==> src/rtl/decl_stream_arbiter.sv <==
// decl_stream_arbiter
// Shares one intcheck declaration checker between two byte sources. Each source fills a
// private FIFO. Complete statements (terminated by ';') are granted round-robin and replayed
// to the checker back-to-back. The tagged pass/fail result is then reported.
//
// Ports:
//   clk, reset_n          clock, synchronous active-low reset
//   s0_*/s1_*             source byte streams (data/valid in, ready out)
//   chk_in, chk_rst       byte and active-high reset driven to the checker
//   chk_out               checker verdict, valid the cycle after ';' is clocked in
//   res_valid/src/ok      one-cycle tagged result strobe
//   ovf_err               sticky per-source overflow flags
//   ok_cnt0, ok_cnt1      per-source legal-declaration counters (wrap at 256)
module decl_stream_arbiter #(
  parameter int unsigned DEPTH = 16
) (
  input  logic       clk,
  input  logic       reset_n,
  input  logic [7:0] s0_data,
  input  logic       s0_valid,
  output logic       s0_ready,
  input  logic [7:0] s1_data,
  input  logic       s1_valid,
  output logic       s1_ready,
  output logic [7:0] chk_in,
  output logic       chk_rst,
  input  logic       chk_out,
  output logic       res_valid,
  output logic       res_src,
  output logic       res_ok,
  output logic [1:0] ovf_err,
  output logic [7:0] ok_cnt0,
  output logic [7:0] ok_cnt1
);

  localparam int unsigned AW = $clog2(DEPTH);
  localparam int unsigned PW = AW + 1;
  localparam logic [7:0] Semi = 8'h3B;

  typedef enum logic [1:0] {StIdle, StStream, StCapture} state_e;

  state_e state_q, state_d;
  logic   gnt_q, gnt_d;
  logic   last_q, last_d;

  logic [1:0][PW-1:0] wr_ptr_q, wr_ptr_d;
  logic [1:0][PW-1:0] rd_ptr_q, rd_ptr_d;
  logic [1:0][PW-1:0] stmt_cnt_q, stmt_cnt_d;
  logic [1:0]         ovf_q, ovf_d;
  logic [1:0][7:0]    ok_cnt_q, ok_cnt_d;

  logic [7:0] mem_q [2][DEPTH];

  logic [1:0][7:0]    in_data;
  logic [1:0]         in_valid;
  logic [1:0][PW-1:0] occ;
  logic [1:0]         full, push, pop, flush, cand;
  logic [7:0]         head;

  assign in_data[0]  = s0_data;
  assign in_data[1]  = s1_data;
  assign in_valid[0] = s0_valid;
  assign in_valid[1] = s1_valid;

  // Head of the granted FIFO; only meaningful in StStream.
  assign head = mem_q[gnt_q][rd_ptr_q[gnt_q][AW-1:0]];

  // FIFO bookkeeping
  always_comb begin
    wr_ptr_d   = wr_ptr_q;
    rd_ptr_d   = rd_ptr_q;
    stmt_cnt_d = stmt_cnt_q;
    ovf_d      = ovf_q;
    occ        = '0;
    full       = '0;
    push       = '0;
    pop        = '0;
    flush      = '0;
    cand       = '0;
    for (int i = 0; i < 2; i++) begin
      occ[i]   = wr_ptr_q[i] - rd_ptr_q[i];
      full[i]  = (occ[i] == PW'(DEPTH));
      // ready is !full of registered pointers, so valid never reaches ready combinationally
      push[i]  = in_valid[i] && !full[i];
      pop[i]   = (state_q == StStream) && (gnt_q == 1'(i));
      // A full FIFO with no terminator can never drain: drop its contents
      flush[i] = full[i] && (stmt_cnt_q[i] == '0);
      cand[i]  = (stmt_cnt_q[i] != '0);

      wr_ptr_d[i]   = wr_ptr_q[i] + PW'(push[i]);
      rd_ptr_d[i]   = rd_ptr_q[i] + PW'(pop[i]);
      stmt_cnt_d[i] = stmt_cnt_q[i]
                    + PW'(push[i] && (in_data[i] == Semi))
                    - PW'(pop[i] && (head == Semi));
      if (flush[i]) begin
        // push is impossible here (full), stmt_cnt is already zero
        wr_ptr_d[i] = '0;
        rd_ptr_d[i] = '0;
        ovf_d[i]    = 1'b1;
      end
    end
  end

  // Arbitration FSM next state
  always_comb begin
    state_d  = state_q;
    gnt_d    = gnt_q;
    last_d   = last_q;
    ok_cnt_d = ok_cnt_q;
    unique case (state_q)
      StIdle: begin
        if (cand != 2'b00) begin
          // Non-last source wins when it has a statement, else the last one does
          gnt_d   = cand[~last_q] ? ~last_q : last_q;
          last_d  = gnt_d;
          state_d = StStream;
        end
      end
      StStream: begin
        if (head == Semi) state_d = StCapture;
      end
      StCapture: begin
        if (chk_out) ok_cnt_d[gnt_q] = ok_cnt_q[gnt_q] + 8'd1;
        state_d = StIdle;
      end
      default: state_d = StIdle;
    endcase
  end

  always_ff @(posedge clk) begin
    if (!reset_n) begin
      state_q    <= StIdle;
      gnt_q      <= 1'b0;
      last_q     <= 1'b1;
      wr_ptr_q   <= '0;
      rd_ptr_q   <= '0;
      stmt_cnt_q <= '0;
      ovf_q      <= '0;
      ok_cnt_q   <= '0;
    end else begin
      state_q    <= state_d;
      gnt_q      <= gnt_d;
      last_q     <= last_d;
      wr_ptr_q   <= wr_ptr_d;
      rd_ptr_q   <= rd_ptr_d;
      stmt_cnt_q <= stmt_cnt_d;
      ovf_q      <= ovf_d;
      ok_cnt_q   <= ok_cnt_d;
    end
  end

  // FIFO storage needs no reset; pointers define validity.
  always_ff @(posedge clk) begin
    for (int i = 0; i < 2; i++) begin
      if (push[i]) mem_q[i][wr_ptr_q[i][AW-1:0]] <= in_data[i];
    end
  end

  // Outputs decoded from registered state only
  assign s0_ready  = !full[0];
  assign s1_ready  = !full[1];
  assign chk_rst   = (state_q == StIdle);
  assign chk_in    = (state_q == StStream) ? head : 8'h00;
  assign res_valid = (state_q == StCapture);
  assign res_src   = gnt_q;
  assign res_ok    = (state_q == StCapture) && chk_out;
  assign ovf_err   = ovf_q;
  assign ok_cnt0   = ok_cnt_q[0];
  assign ok_cnt1   = ok_cnt_q[1];

endmodule

==> config.mk <==
export PLATFORM = sky130hd
export DESIGN_NAME = decl_stream_arbiter
export DESIGN_NICKNAME = d
export VERILOG_FILES = /design/src/rtl/decl_stream_arbiter.sv
export SDC_FILE = /design/constraint.sdc
export NUM_CORES = 1
export LEC_CHECK = 0
export CELL_PAD_IN_SITES_DETAIL_PLACEMENT = 1
export CELL_PAD_IN_SITES_GLOBAL_PLACEMENT = 2
export CORE_UTILIZATION = 40
export DETAILED_ROUTE_END_ITERATION = 8
export GPL_ROUTABILITY_DRIVEN = 0
export GPL_TIMING_DRIVEN = 0
export PLACE_DENSITY_LB_ADDON = 0.1
export SYNTH_ARGS = -nofsm -noshare
export SYNTH_HDL_FRONTEND = slang
export SYNTH_SLANG_ARGS = --single-unit
export TNS_END_PERCENT = 20
==> constraint.sdc <==
create_clock -name clk -period 3.63 [get_ports clk]
set_clock_uncertainty 0.05 [all_clocks]
set_input_delay 0.726 -clock clk [delete_from_list [all_inputs] [get_ports clk]]
set_output_delay 0.726 -clock clk [all_outputs]
set_load 0.02 [all_outputs]
# Word-level counts from Yosys, hierarchy flattened
# Memories as Yosys holds them, arrays and structs flattened. A register that Yosys moved wholly into a read port is not among the register bits.
# Cells that the tools add are included.
[totals]
regBits = 52
mem_bits_rw = 256
input_bits = 21
memories = 1
[op_classes]
n_lt_le_gt_ge = 8
n_mux = 27
n_eq_ne = 9
reduce_logical = 27
n_addsub = 11
bitwise = 6
[memory_table]
columns = ["name", "words", "word_bits", "read_ports", "rd_clocked_by_memory_dff", "write_ports", "line", "rtl"]
rows = [
  ["mem_q", 2, 128, 1, 1, 2, "52", "logic [7:0] mem_q [2][DEPTH];"],
]
[op_table]
columns = ["operator", "n"]
rows = [
  ["2-to-1 mux 128 bit", 2],
  ["demux 8 bit (select 4 bit)", 2],
  ["2-to-1 mux 8 bit", 8],
  ["binary-select mux 8 bit (select 4 bit)", 1],
  ["adder 5 x 1 -> 5 bit", 6],
  ["== test 8 x 6 -> 1 bit, second input constant", 3],
  ["bitwise mux 16 bit", 1],
  ["greater-or-equal comparator 5 bit, second input constant", 3],
  ["NOT 4 -> 5 bit", 3],
  ["logical AND 1 bit", 14],
  ["== test 5 bit, second input constant", 2],
  ["zero test 5 bit", 2],
  ["< comparator 5 x 1 -> 1 bit, second input constant", 2],
  ["nonzero test 5 bit", 2],
  ["subtractor 5 x 1 -> 5 bit", 2],
  ["subtractor 5 bit", 2],
  ["adder 8 x 1 -> 8 bit, second input constant", 1],
  ["demux 8 bit (select 1 bit)", 1],
  ["2-to-1 mux 4 bit", 2],
  ["2-to-1 mux 1 bit", 7],
  ["AND reduction 2 bit", 3],
  ["< comparator 1 x 2 -> 1 bit, second input constant", 2],
  ["2-to-1 mux 2 bit", 2],
  ["case mux 2 bit (2 select lines)", 1],
  ["other kinds (10)", 14],
]

# Longest topological paths before layout
[logic_depth]
depth_word = 9
depth_mapped = 22
ltp_nobuf = 19

# Least setup slack after synthesis
# OpenSTA, ideal clock, no wires.
[synth_path]
kind = "reg-to-reg"
start = "register gnt_q, in the netlist res_src"
end = "register stmt_cnt_q[9] (netlist name)"
path_stages_with_launch = 20
n_path_buf = 3
path_slack_ps = -285
required_time_ps = 3508
arrival_ps = 3793
synth_period_minus_slack_ps = 3915
cell_sequence = "dfxtp_1 mux2_2 buf_2 buf_4 buf_2 mux4_2 a32o_1 nor4_2 nor3b_2 and3_1 ha_1 inv_1 ha_1 inv_1 fa_1 inv_1 a21oi_1 nor2_1 or3_1 a21oi_1"
[synth_between]
elab_chain_len = 9
word_cells_on_any_way = 10
classes_between = "1 x add/sub; 1 x eq/ne; 5 x mux; 1 x bitwise; 2 x reduce/logical"
[synth_rtl]
columns = ["element", "line", "rtl"]
rows = [
  ["from (decl)", "43", "logic gnt_q, gnt_d;"],
  ["from (signal assigned)", "142", "gnt_q <= gnt_d;"],
  ["2-to-1 mux 4 bit (not written as such) (2 in a row)", "66", "assign head = mem_q[gnt_q][rd_ptr_q[gnt_q][AW-1:0]];"],
  ["NOT 4 -> 5 bit (not written as such)", "66", ""],
  ["binary-select mux 8 bit (select 4 bit)", "66", ""],
  ["2-to-1 mux 8 bit (not written as such) (2 in a row)", "66", ""],
  ["== test 8 x 6 -> 1 bit", "94", "- PW'(pop[i] && (head == Semi));"],
  ["logical AND 1 bit (*)", "94", ""],
  ["subtractor 5 x 1 -> 5 bit (*)", "94", ""],
  ["to (signal assigned)", "146", "stmt_cnt_q <= stmt_cnt_d;"],
  ["to (decl)", "48", "logic [1:0][PW-1:0] stmt_cnt_q, stmt_cnt_d;"],
]
# Every way passes the cells marked *; elsewhere a longest branch is shown, timed or not. The select of a mux whose other input is x is not followed.
# A chain may end at the register's enable or synchronous reset.

# Final worst setup path
[layout_path]
start = "register gnt_q, in the netlist res_src"
end = "register stmt_cnt_q[4] (netlist name)"
# The elaborated chain is that of the path after synthesis.

==> qor.yml <==
clocking:
  htreeDepth: 2
  cts_tree: "built"
  cts-root-buf: "clkbuf_16"
  ctsHoldBuffers: 0
  cts_sinks: 309
  clkTransAtPathRegs_ns: 0.05
  worstSkewPairLatency_ns: 0.53
  numCtsBuffers: 37
  ctsLongestPathBuffers: 3
floorplan:
  pin_count: 53
  start_util: 0.4100
  die-width_um: 182.8
  core-area_um2: 31880
  rows: 65
  die_area_um2: 33400
  die_h_um: 182.8
min_path:
  hold_depth: 2
  holdPathEnd: "ovf_err[0]"
  hp-start: "ovf_err[0]"
  holdCritPathClass: "register to register"
logic_synthesis:
  yosysWarningCount: 0
  synth_cells: 882
  ys_seq_elements: 309
  async_flop_share: 0
  synth_edf_count: 256
  synth-main-ff-cell: "edfxtp_1"
  synth_area_um2: 13070
  postSynthAreaPerCell_um2: 14.82
  synth_cell_type_count: 63
  yosysSeqAreaShare: 0.6693
  syn-num-nets: 934
power:
  p_per_area_nw_per_um2: 479.8
  ir_drop_uv: 249.9
  leakage_uw: 0.005396
placed_design:
  postPlaceCellArea_um2: 14260
  hpwl_um: 26030
  portBuffers: 52
  place_inst: 1373
global_route:
  grt-ovfl-total: 0
  grt.busiest_layer: "met2"
  use_met3: 0.04666
  grt_pass1_vias: 8695
  grt_start_max_net_pins: 18
  antenna_found_initial: 0
  grt_use_total: 0.2351
  grtUsageMet2: 0.4089
  use_met1: 0.2914
  grt_pass1_wl_um: 56210
timing:
  max_freq_mhz: 226.5
  whs_ns: 0.4286
  tightest_slew_ns: 0.9547
  slew_headroom: 0.3601
  hold_violations: 0
  finalCritPeriodShare: 1.216
  setup_viol_count_final: 17
  rsz0062_at_grt: "yes"
  min_period_ns: 4.415
  fin_ws_ns: -0.7851
  maxSlewViolCount: 0
setup_path:
  crit_arrival_ns: 4.73
  worstSetupEndpointType: "register"
  rr_endpoint: "stmt_cnt_q[4]"
  path_max_fanout: 10
  crit_path_start_kind: "register"
  worstSetupStartpoint: "res_src"
  critPathKind: "register to register"
  rrSetupSlack_ns: -0.79
  cp_data_required_time_ns: 3.95
  r2r_start: "res_src"
  ff2ff_path_depth: 22
outcome:
  violations: "setup timing"
  outcome: "finished with violations"
cells_and_area:
  stdcell_area_um2: 16260
  syn_to_final_growth_pct: 24.38
  mostFrequentLayoutCell: "edfxtp_1"
  layout_common_cells: "edfxtp_1 (256), nor2_1 (81), nand2_1 (64)"
  stdcell_count: 1476
  nNetsFinal: 1067
  insertedDiodeCount: 0
  drive_gt1_frac: 0.2488
drt:
  wl_um: 38460
  first_pass_iters: 5
  ant_nets: 0
  drc: 0
  via_count: 8116
  drt-initial-drc-count: 575
  wire_per_inst_um: 26.06
  vias_per_cell: 5.499
run:
  max_cap_viol_count: 0
-- synthesized netlist by cell type (2+ instances only) --
cell	count	area, um2
nor3b_2	2	25.02
buf_1	4	15.01
o22ai_1	10	62.56
and2_1	12	75.07
mux2i_1	42	420.4
nor3_1	10	50.05
dfxtp_1	53	1061
nor2b_1	5	31.28
or3_1	9	56.30
nor4_1	9	56.30
mux4_2	35	788.3
mux4_1	4	105.1
a21oi_1	22	110.1
mux2_2	10	112.6
edfxtp_1	256	7687
or4b_2	2	20.02
nand2_1	64	240.2
buf_2	9	45.04
o211ai_1	5	37.54
o21ai_1	3	15.01
a2111oi_0	3	26.28
xnor2_1	14	122.6
nand4b_1	2	17.52
o21a_1	2	15.01
or4_1	4	30.03
fa_1	2	40.04
nor4_2	2	25.02
a21o_1	4	30.03
clkbuf_1	15	56.30
buf_6	4	45.04
nand3_1	27	135.1
a211oi_1	3	22.52
nand4_1	2	12.51
inv_1	31	116.4
o21ai_0	8	40.04
nor2_1	90	337.8
and3_1	9	56.30
xor2_1	20	175.2
nand2b_1	10	62.56
a32oi_1	10	87.58
buf_4	4	30.03
ha_1	29	362.9
-- critical path, stage by stage, from the launching register on --
cell and delay, ns:
dfxtp_4 0.35, buf_4 0.13, mux2_4 0.37, buf_6 0.20
mux2i_1 0.16, mux4_2 0.47, o211ai_1 0.33, a211oi_2 0.06
buf_4 0.16, nor3b_4 0.17, buf_4 0.17, nand4_1 0.18
nor2_2 0.16, ha_1 0.26, inv_2 0.08, ha_4 0.13
inv_2 0.04, fa_2 0.36, inv_2 0.06, a21oi_2 0.04
nor2_1 0.13, or3_1 0.13, a21oi_1 0.05
-- sequential cells by signal, summed over array words and instances (netlist names), named ones only --
register    count
last_q          1
mem_q         256
ok_cnt0         8
ok_cnt1         8
ovf_err         2
rd_ptr_q       10
res_src         1
state_q         2
stmt_cnt_q     10
wr_ptr_q       10
-- stage by stage --
step / setup WS [ns] / util / power, uW / TNS [ns]
floorplan: -0.1210 / - / 4062 / -0.2360
global placement: -1.741 / 0.4450 / 4189 / -36.04
detailed placement: -1.949 / 0.4474 / 4209 / -22.39
CTS: -0.7675 / 0.4978 / 7848 / -7.221
global route: -0.9293 / 0.5100 / 8010 / -8.933
finish: -0.7851 / 0.5100 / 7801 / -6.521
-- logic make-up after synthesis --
family,after synthesis,synth area share
AO/OA/AOI/OAI,83,0.04327
XOR/XNOR,34,0.02278
adder cells (fa/ha/maj),31,0.03082
buffers and inverters,68,0.02383
flip-flops,309,0.6693
multiplexers,93,0.1113
AND/OR/NAND/NOR,264,0.09869
-- per-layer routing --
| layer | share of wire | up-vias | wire length (um) |
|---|---|---|---|
| met1 | 0.41 | 4204 | 15840 |
| met4 | 0.031 | 0 | 1211 |
| met5 | 0 | - | 0 |
| li1 | - | 3623 | - |
| met3 | 0.055 | 63 | 2112 |
| met2 | 0.50 | 226 | 19300 |
-- layout make-up --
class,count,area (um2)
repair buffers,96,918.4
plain buffers,34,270.3
clock buffers,46,1012
flip-flops and latches,309,8757
inverters,32,120.1
multi-input cells,505,4461
clock inverters,19,175.2
fillers,3146,15620
well taps,435,544.3
-- repair_timing --
action / 4_1_cts / 5_1_grt
gates resized for setup: 97 / 72
gates cloned: 2 / 0
buffers inserted: 20 / 18
setup endpoints to repair: 26 / 66
pin swaps: 11 / 29
-- where the power goes --
part	leakage (uW)	total, uW	switching, uW	internal, uW
Clock	0.000581	3620	1430	2190
Combinational	0.00207	283	181	102
Sequential	0.00274	3890	14.7	3880
Total	0.00540	7800	1630	6170
-- worst max path at each step --
stage / cells past startpoint / slack, ns / endpoint
6_report: 22 / -0.79 / stmt_cnt_q[4]
3_3_place_gp: 20 / -1.74 / stmt_cnt_q[4]
2_1_floorplan: 19 / -0.12 / stmt_cnt_q[4]
4_1_cts: 10 / -0.77 / chk_in[6]
5_1_grt: 22 / -0.93 / stmt_cnt_q[4]
3_5_place_dp: 20 / -1.95 / stmt_cnt_q[4]
(Power assumes the default switching activity.)
